### config.mk
export PLATFORM = sky130hd
export DESIGN_NAME = id_ex_stage_register
export DESIGN_NICKNAME = d
export VERILOG_FILES = /design/src/rtl/id_ex_stage_register_pkg.sv /design/src/rtl/id_ex_stage_register_ex_bypass_select.sv /design/src/rtl/id_ex_stage_register.sv
export SDC_FILE = /design/constraint.sdc
export NUM_CORES = 1
export LEC_CHECK = 0
export ABC_AREA = 1
export BUFFER_PORTS_ARGS = -buffer_cell sky130_fd_sc_hd__buf_4
export CORE_AREA = 2 2 143 145
export DETAILED_ROUTE_END_ITERATION = 8
export DIE_AREA = 0 0 145 147
export PLACE_DENSITY = 0.77
export SKIP_CTS_REPAIR_TIMING = 1
export SLEW_MARGIN = 0
export SYNTH_ARGS = -nofsm -noshare
export SYNTH_HDL_FRONTEND = slang
export SYNTH_SLANG_ARGS = --single-unit
### constraint.sdc
create_clock -name clk -period 4.51 [get_ports clk]
set_clock_uncertainty 0.15 [all_clocks]
set_input_delay 0.2255 -clock clk [delete_from_list [all_inputs] [get_ports clk]]
set_output_delay 0.2255 -clock clk [all_outputs]
set_load 0.01 [all_outputs]
### src/rtl/id_ex_stage_register_pkg.sv
// Constants shared by the decode control unit, the ID/EX register and the execute stage.
// Control-word bit positions are fixed here so all three agree on the packing.
package id_ex_stage_register_pkg;

   localparam logic [4:0] ZERO_REG = 5'd0;
   localparam int         ALUOP_W  = 4;

   localparam int CTRL_REGWRITE  = 0;
   localparam int CTRL_MEMREAD   = 1;
   localparam int CTRL_MEMWRITE  = 2;
   localparam int CTRL_MEMTOREG  = 3;
   localparam int CTRL_ALUSRC    = 4;
   localparam int CTRL_BRANCH    = 5;
   localparam int CTRL_ALUOP_LSB = 6;
   localparam int CTRL_W         = CTRL_ALUOP_LSB + ALUOP_W;

endpackage

### src/rtl/id_ex_stage_register_ex_bypass_select.sv
// Write-back bypass mux for one operand; purely combinational. Built only with WB_BYPASS_EN.
// Register 0 is hardwired to zero, so a write-back targeting it never forwards.
`ifdef WB_BYPASS_EN
module ex_bypass_select
   import id_ex_stage_register_pkg::*;
#(
   parameter int N = 32
) (
   input  logic [4:0]   i_src_reg,
   input  logic [N-1:0] i_read_data,
   input  logic         i_wb_regwrite,
   input  logic [4:0]   i_wb_reg,
   input  logic [N-1:0] i_wb_data,
   output logic [N-1:0] o_operand
);

   logic w_hit;

   assign w_hit     = i_wb_regwrite && (i_wb_reg != ZERO_REG) && (i_wb_reg == i_src_reg);
   assign o_operand = w_hit ? i_wb_data : i_read_data;

endmodule
`endif

### src/rtl/id_ex_stage_register.sv
// ID->EX pipeline register, 1-cycle latency; Flush > Stall > load, stall holds with optional operand refresh.
// Write-back bypass of both operands is enabled by defining WB_BYPASS_EN.
module id_ex_stage_register
   import id_ex_stage_register_pkg::*;
#(
   parameter int N       = 32,
   parameter int ALUOP_W = id_ex_stage_register_pkg::ALUOP_W,
   parameter int CNT_W   = 16
) (
   input  logic               clk,
   input  logic               reset,
   input  logic               Stall,
   input  logic               Flush,
   input  logic               ID_Valid,
   input  logic [4:0]         ReadRegister1,
   input  logic [4:0]         ReadRegister2,
   input  logic [N-1:0]       ReadData1,
   input  logic [N-1:0]       ReadData2,
   input  logic [4:0]         DestRegister,
   input  logic [N-1:0]       SignExtImm,
   input  logic [N-1:0]       PC4,
   input  logic               Ctrl_RegWrite,
   input  logic               Ctrl_MemRead,
   input  logic               Ctrl_MemWrite,
   input  logic               Ctrl_MemtoReg,
   input  logic               Ctrl_ALUSrc,
   input  logic               Ctrl_Branch,
   input  logic [ALUOP_W-1:0] Ctrl_ALUOp,
   input  logic               WB_RegWrite,
   input  logic [4:0]         WB_WriteRegister,
   input  logic [N-1:0]       WB_WriteData,
   output logic               EX_Valid,
   output logic [N-1:0]       EX_ReadData1,
   output logic [N-1:0]       EX_ReadData2,
   output logic [4:0]         EX_Rs,
   output logic [4:0]         EX_Rt,
   output logic [4:0]         EX_Rd,
   output logic [N-1:0]       EX_SignExtImm,
   output logic [N-1:0]       EX_PC4,
   output logic               EX_RegWrite,
   output logic               EX_MemRead,
   output logic               EX_MemWrite,
   output logic               EX_MemtoReg,
   output logic               EX_ALUSrc,
   output logic               EX_Branch,
   output logic [ALUOP_W-1:0] EX_ALUOp,
   output logic [CNT_W-1:0]   BubbleCount
);

   localparam int LP_CTRL_W = CTRL_ALUOP_LSB + ALUOP_W;

   logic                 r_valid;
   logic [N-1:0]         r_rd1, r_rd2, r_imm, r_pc4;
   logic [4:0]           r_rs, r_rt, r_rd;
   logic [LP_CTRL_W-1:0] r_ctrl;
   logic [CNT_W-1:0]     r_bubbles;

   logic                 w_load_bubble;
   logic [LP_CTRL_W-1:0] w_ctrl_in;
   logic [N-1:0]         w_op1, w_op2;

   assign w_load_bubble = Flush || (!Stall && !ID_Valid);

   always_comb begin
      w_ctrl_in                           = '0;
      w_ctrl_in[CTRL_REGWRITE]            = Ctrl_RegWrite;
      w_ctrl_in[CTRL_MEMREAD]             = Ctrl_MemRead;
      w_ctrl_in[CTRL_MEMWRITE]            = Ctrl_MemWrite;
      w_ctrl_in[CTRL_MEMTOREG]            = Ctrl_MemtoReg;
      w_ctrl_in[CTRL_ALUSRC]              = Ctrl_ALUSrc;
      w_ctrl_in[CTRL_BRANCH]              = Ctrl_Branch;
      w_ctrl_in[CTRL_ALUOP_LSB +: ALUOP_W] = Ctrl_ALUOp;
   end

`ifdef WB_BYPASS_EN
   // During a stall the same muxes re-check the held source registers against write-back.
   logic [4:0]   w_src1, w_src2;
   logic [N-1:0] w_dat1, w_dat2;

   assign w_src1 = Stall ? r_rs  : ReadRegister1;
   assign w_src2 = Stall ? r_rt  : ReadRegister2;
   assign w_dat1 = Stall ? r_rd1 : ReadData1;
   assign w_dat2 = Stall ? r_rd2 : ReadData2;

   ex_bypass_select #(.N(N)) u_byp1 (
      .i_src_reg     (w_src1),
      .i_read_data   (w_dat1),
      .i_wb_regwrite (WB_RegWrite),
      .i_wb_reg      (WB_WriteRegister),
      .i_wb_data     (WB_WriteData),
      .o_operand     (w_op1)
   );

   ex_bypass_select #(.N(N)) u_byp2 (
      .i_src_reg     (w_src2),
      .i_read_data   (w_dat2),
      .i_wb_regwrite (WB_RegWrite),
      .i_wb_reg      (WB_WriteRegister),
      .i_wb_data     (WB_WriteData),
      .o_operand     (w_op2)
   );
`else
   logic w_unused;

   assign w_op1    = Stall ? r_rd1 : ReadData1;
   assign w_op2    = Stall ? r_rd2 : ReadData2;
   assign w_unused = &{1'b0, WB_RegWrite, WB_WriteRegister, WB_WriteData};
`endif

   always_ff @(posedge clk or negedge reset) begin
      if (!reset) begin
         r_valid   <= 1'b0;
         r_rd1     <= '0;
         r_rd2     <= '0;
         r_rs      <= '0;
         r_rt      <= '0;
         r_rd      <= '0;
         r_imm     <= '0;
         r_pc4     <= '0;
         r_ctrl    <= '0;
         r_bubbles <= '0;
      end else if (w_load_bubble) begin
         r_valid <= 1'b0;
         r_rd1   <= '0;
         r_rd2   <= '0;
         r_rs    <= '0;
         r_rt    <= '0;
         r_rd    <= '0;
         r_imm   <= '0;
         r_pc4   <= '0;
         r_ctrl  <= '0;
         if (r_bubbles != {CNT_W{1'b1}})
            r_bubbles <= r_bubbles + CNT_W'(1);
      end else if (Stall) begin
         r_rd1 <= w_op1;
         r_rd2 <= w_op2;
      end else begin
         r_valid <= 1'b1;
         r_rd1   <= w_op1;
         r_rd2   <= w_op2;
         r_rs    <= ReadRegister1;
         r_rt    <= ReadRegister2;
         r_rd    <= DestRegister;
         r_imm   <= SignExtImm;
         r_pc4   <= PC4;
         r_ctrl  <= w_ctrl_in;
      end
   end

   assign EX_Valid      = r_valid;
   assign EX_ReadData1  = r_rd1;
   assign EX_ReadData2  = r_rd2;
   assign EX_Rs         = r_rs;
   assign EX_Rt         = r_rt;
   assign EX_Rd         = r_rd;
   assign EX_SignExtImm = r_imm;
   assign EX_PC4        = r_pc4;
   assign EX_RegWrite   = r_ctrl[CTRL_REGWRITE];
   assign EX_MemRead    = r_ctrl[CTRL_MEMREAD];
   assign EX_MemWrite   = r_ctrl[CTRL_MEMWRITE];
   assign EX_MemtoReg   = r_ctrl[CTRL_MEMTOREG];
   assign EX_ALUSrc     = r_ctrl[CTRL_ALUSRC];
   assign EX_Branch     = r_ctrl[CTRL_BRANCH];
   assign EX_ALUOp      = r_ctrl[CTRL_ALUOP_LSB +: ALUOP_W];
   assign BubbleCount   = r_bubbles;

endmodule

==> Yosys cells after proc, flatten, opt, wreduce, memory -nomap -nowiden <==
Index checks and enable logic that the tools add are counted.
{ "word_totals": {"out_inout_bits": 170, "wordCells": 36, "inputBits": 196, "regBits": 170} }
{ "op_classes": {"n_reduce_logical": 5, "addsub": 1, "mux": 18, "n_eq_ne": 2} }
{ "op_table": {"columns": ["op", "count"], "rows": [
  ["two-way mux 32 bit", 8],
  ["two-way mux 5 bit", 6],
  ["two-way mux 10 bit", 2],
  ["adder 16 x 1 -> 16 bit (second input constant)", 1],
  ["inequality test 16 bit (second input constant)", 1],
  ["logical NOT 1 bit", 2],
  ["two-way mux 1 bit", 2],
  ["inequality test 2 x 1 -> 1 bit (second input constant)", 1],
  ["AND reduction 2 bit", 1],
  ["logical AND 1 bit", 1],
  ["logical OR 1 bit", 1]
]} }

==> Depth between registers and ports, before layout <==
{ "depth": {"depth_word": 4, "mapped_depth": 9, "depth_no_buf": 8} }

==> Worst setup path before layout <==
Ideal clock, no wire load.
{ "synth_path": {"kind": "reg-to-reg", "startpoint": "register r_bubbles[0] (netlist: BubbleCount[0])", "endpoint": "register r_bubbles[10] (netlist: BubbleCount[10])", "path_buffers": 1, "stages_incl_launch_ff": 10, "setup_ps": 116, "period_less_slack_ps": 1651, "required_ps": 4244, "t_arrival_ps": 1385, "setup_slack_ps": 2859, "path_cell_list": "dfrtp_1 -> ha_1 -> inv_1 -> nor2_1 -> nand2_1 -> nor2_1 -> nor2_2 -> buf_6 -> nand2_1 -> nand2_1"} }
{ "synth_between": {"elab_chain_cells": 2, "word_cells_on_any_way": 3, "classes_between": "add/sub (1); eq/ne (1); reduce/logical (1)"} }
{ "synth_lines": {"columns": ["item", "line", "rtl"], "rows": [
  ["from (decl)", "id_ex_stage_register.sv:56", "logic [CNT_W-1:0] r_bubbles;"],
  ["from (signal assigned)", "id_ex_stage_register.sv:133", "r_bubbles <= r_bubbles + CNT_W'(1);"],
  ["parallel branches: the longest is 2 deep, another holds adder 16 x 1 -> 16 bit", null, null]
]} }
Several ways; the timed one is not identified.
A chain may end at the register's enable or synchronous reset.

==> Worst setup path after layout <==
{ "layout_path": {"startpoint": "input Flush", "endpoint": "register r_ctrl[9]"} }
{ "layout_between": {"elab_chain_cells": 2, "word_cells_on_any_way": 3, "classes_between": "eq/ne (1); mux (1); reduce/logical (1)"} }
{ "layout_lines": {"columns": ["item", "line", "rtl"], "rows": [
  ["from (decl)", "id_ex_stage_register.sv:13", "input logic Flush,"],
  ["logical OR 1 bit *", "id_ex_stage_register.sv:62", "assign w_load_bubble = Flush || (!Stall && !ID_Valid);"],
  ["inequality test 2 x 1 -> 1 bit (no line) or two-way mux 10 bit (tied branches)", null, null],
  ["to (signal assigned)", "id_ex_stage_register.sv:146", "r_ctrl <= w_ctrl_in;"],
  ["to (decl)", "id_ex_stage_register.sv:55", "logic [LP_CTRL_W-1:0] r_ctrl;"]
]} }
Mark *: on every way between the ends. The rest lies on a longest branch, timed or not.

==> out/qor.yml <==
logic_synthesis:
  syn_nets: 1042
  synth_top_area_share: 0.577
  yosysMostFrequentCell: "nand3_1"
  syn-cell-area_um2: 7370
  ys_types: 21
  seq_area_frac_synth: 0.577
  synth_flop_cell: "dfrtp_1"
  synthArstFlopShare: 1.00
  syn_avg_cell_area_um2: 8.72
  syn_inst: 845
  synth_area_leader_cell: "dfrtp_1"
  synth-edff-count: 0
  synth.area.top_cells: "dfrtp_1 58%, nand3_1 22%, nand2_1 11%"
  synthTopCellsByCount: "319 x nand3_1, 223 x nand2_1, 170 x dfrtp_1, 48 x buf_2, 19 x inv_1"
  synth-seq-cells: 170
  ys_warn_count: 0
placed_design:
  io_buffers: 327
  post-dp-hpwl_um: 14500
  gp_congestion: 0.828
pwr:
  power_mw: 4.10
  p_sw_mw: 1.16
  combPwrFrac: 0.196
  vdd_drop_max_uv: 231
  p_leak_nw: 6.46
  pwr-share-seq: 0.423
  cellPowerDensity_nw_per_um2: 339
  p_clk_frac: 0.381
  power.internal_mw: 2.95
  p_sw_frac: 0.282
critical_path:
  cpMostUsedCell: "inv_4"
  crit_required_ns: 4.72
  end_kind: "flip-flop"
  crit_type: "input port to flip-flop"
  cp_slowest_cell: "inv_4"
  start_kind: "input port"
  slowest_delay_ns: 0.65
  crit_chain: "buf_4 -> inv_4 -> o21ai_4 -> inv_4 -> buf_12 -> nand3_1 -> nand2_1"
  critPathMaxFanout: 81
  ff2ff_path_depth: 8
  arrival_ns: 2.52
timing:
  fin_crit_sh: 0.512
  relSlewSlack: 0.334
  hold_viol: 0
  fin_crit_ns: 2.31
  fmax_mhz: 433
  worst_pin_slew_ns: 0.999
  grt_setup_unrepaired: "false"
  fin_tns_setup_ns: 0
  hold_slack_ns: 0.248
  setup_viol: 0
  slew_violations: 0
die:
  die_w_um: 145
  ioPinCount: 366
  start_util: 0.371
  core_area_um2: 19800
  die_h_um: 147
  dieArea_um2: 21300
  rows: 52
drt:
  detail-route-antenna-nets: 0
  routed_wl_um: 26200
  avgViaCountPerCell: 5.13
  drtIter0Drc: 575
  remaining_drc_errors: 0
  avgRoutedWirePerCell_um: 16.7
  dr.pass1.iters: 5
  dr_total_vias: 8041
hold_path:
  hold_class: "input port to flip-flop"
  min_path_cells: 3
grt:
  grt_pass1_vias: 6940
  grt_pass1_wl_um: 35200
  antenna_found_initial: 0
  grt_overflow_total: 0
  grt_max_degree: 99
  grt_use_total: 0.204
layout:
  drive_above_1_share: 0.294
  area_delta_synth_final_pct: 63.9
  diodes: 0
  final_nets: 1481
  fin_util: 0.609
clock_network:
  htreeDepth: 4
  clockBufferDepth: 2
  cts-root-buf: "clkbuf_16"
  insertion_delay_ns: 0.43
  clk_pin_slew_ns: 0.07
  numCtsBuffers: 17
  clkSinkCount: 170
  cts_tree: "yes"
status:
  outcome: "finished clean"
flow_run:
  cap_violations: 0
state kept, by name (all words and copies together) (netlist names):
signal	count
BubbleCount	16
EX_PC4	32
EX_Rd	5
EX_ReadData1	32
EX_ReadData2	32
EX_Rs	5
EX_Rt	5
EX_SignExtImm	32
EX_Valid	1
r_ctrl	10
through the flow:
stage	setup slack (ns)	std cells	area (um^2)
3_3_place_gp	1.83	1380	9910
4_1_cts	2.27	1411	10500
6_report	2.20	1566	12100
3_5_place_dp	1.82	1380	9910
2_1_floorplan	2.86	845	7370
5_1_grt	2.06	1566	12100
cells by family (layout without fill, tap and decap cells):
family,after synthesis,count (layout),synth area share
and+or+nand+nor,577,577,0.354
DFF,170,170,0.577
buffers and inverters,89,540,0.0570
AOI/OAI and AO/OA,4,4,0.00526
xor gates and xnor gates,4,4,0.00475
adders and majority gates,1,1,0.00170
path summary, 6_finish.rpt:
path / start / to / slack [ns]
setup / recovery: Flush / r_ctrl[9]$_DFFE_PN0P_ / 2.20
hold / removal: Stall / EX_ReadData2[13]$_DFFE_PN0P_ / 0.25
setup reg to reg: BubbleCount[0]$_DFFE_PN0P_ / BubbleCount[5]$_DFFE_PN0P_ / 2.60
hold reg to reg: EX_PC4[30]$_DFFE_PN0P_ / EX_PC4[30]$_DFFE_PN0P_ / 0.36
max in group asynchronous: reset / EX_PC4[30]$_DFFE_PN0P_ / 2.89
min in group asynchronous: reset / EX_PC4[13]$_DFFE_PN0P_ / 0.30
per-layer routing:
layer,vias up,wire length [um],share of wire,GRT usage
met3,65,2030,0.078,0.0584
met2,408,12800,0.49,0.326
met5,-,0,0,0
met4,0,829,0.032,0.0861
met1,3875,10500,0.40,0.260
li1,3693,-,-,-
cells in the final DEF (no fill, tap or decap), types with 2 or more instances in the layout:
cell type,Yosys,routed
inv_8,0,2
nand2_1,223,222
buf_12,0,2
xnor2_1,2,2
nand2_2,4,4
nand3_1,319,319
xor2_1,2,2
bufinv_16,0,3
inv_6,0,5
nand3b_1,2,2
nor2_2,6,6
clkbuf_16,0,17
nand4_1,5,5
nor2_1,18,18
buf_4,3,331
inv_4,0,2
dlygate4sd3_1,0,155
dfrtp_1,170,170
o21ai_2,2,2
clkinvlp_4,0,2
inv_1,19,18
layout make-up:
cell class              count  area, um^2
inverters                  20        80.1
multi-input cells         586        2700
well taps                 270         338
clock inverters            13         180
flip-flops and latches    170        4250
repair buffers            489        4090
fillers                  1541        7760
clock buffers              18         439
power groups by stage:
stage	combinational, mW	sequential [mW]	clock, mW
global placement	0.670	1.75	0
global route	0.868	1.75	1.66
CTS	0.679	1.73	1.59
detailed placement	0.679	1.76	0
finish	0.804	1.74	1.56
floorplan	0.238	1.80	0
critical path, delay by kind of cell:
| family | cells | cell delay, ns |
|---|---|---|
| buffers and inverters | 4 | 1.67 |
| and+or+nand+nor | 2 | 0.30 |
| AOI/OAI and AO/OA | 1 | 0.20 |
Note: power is estimated with default switching activity, not from simulation.
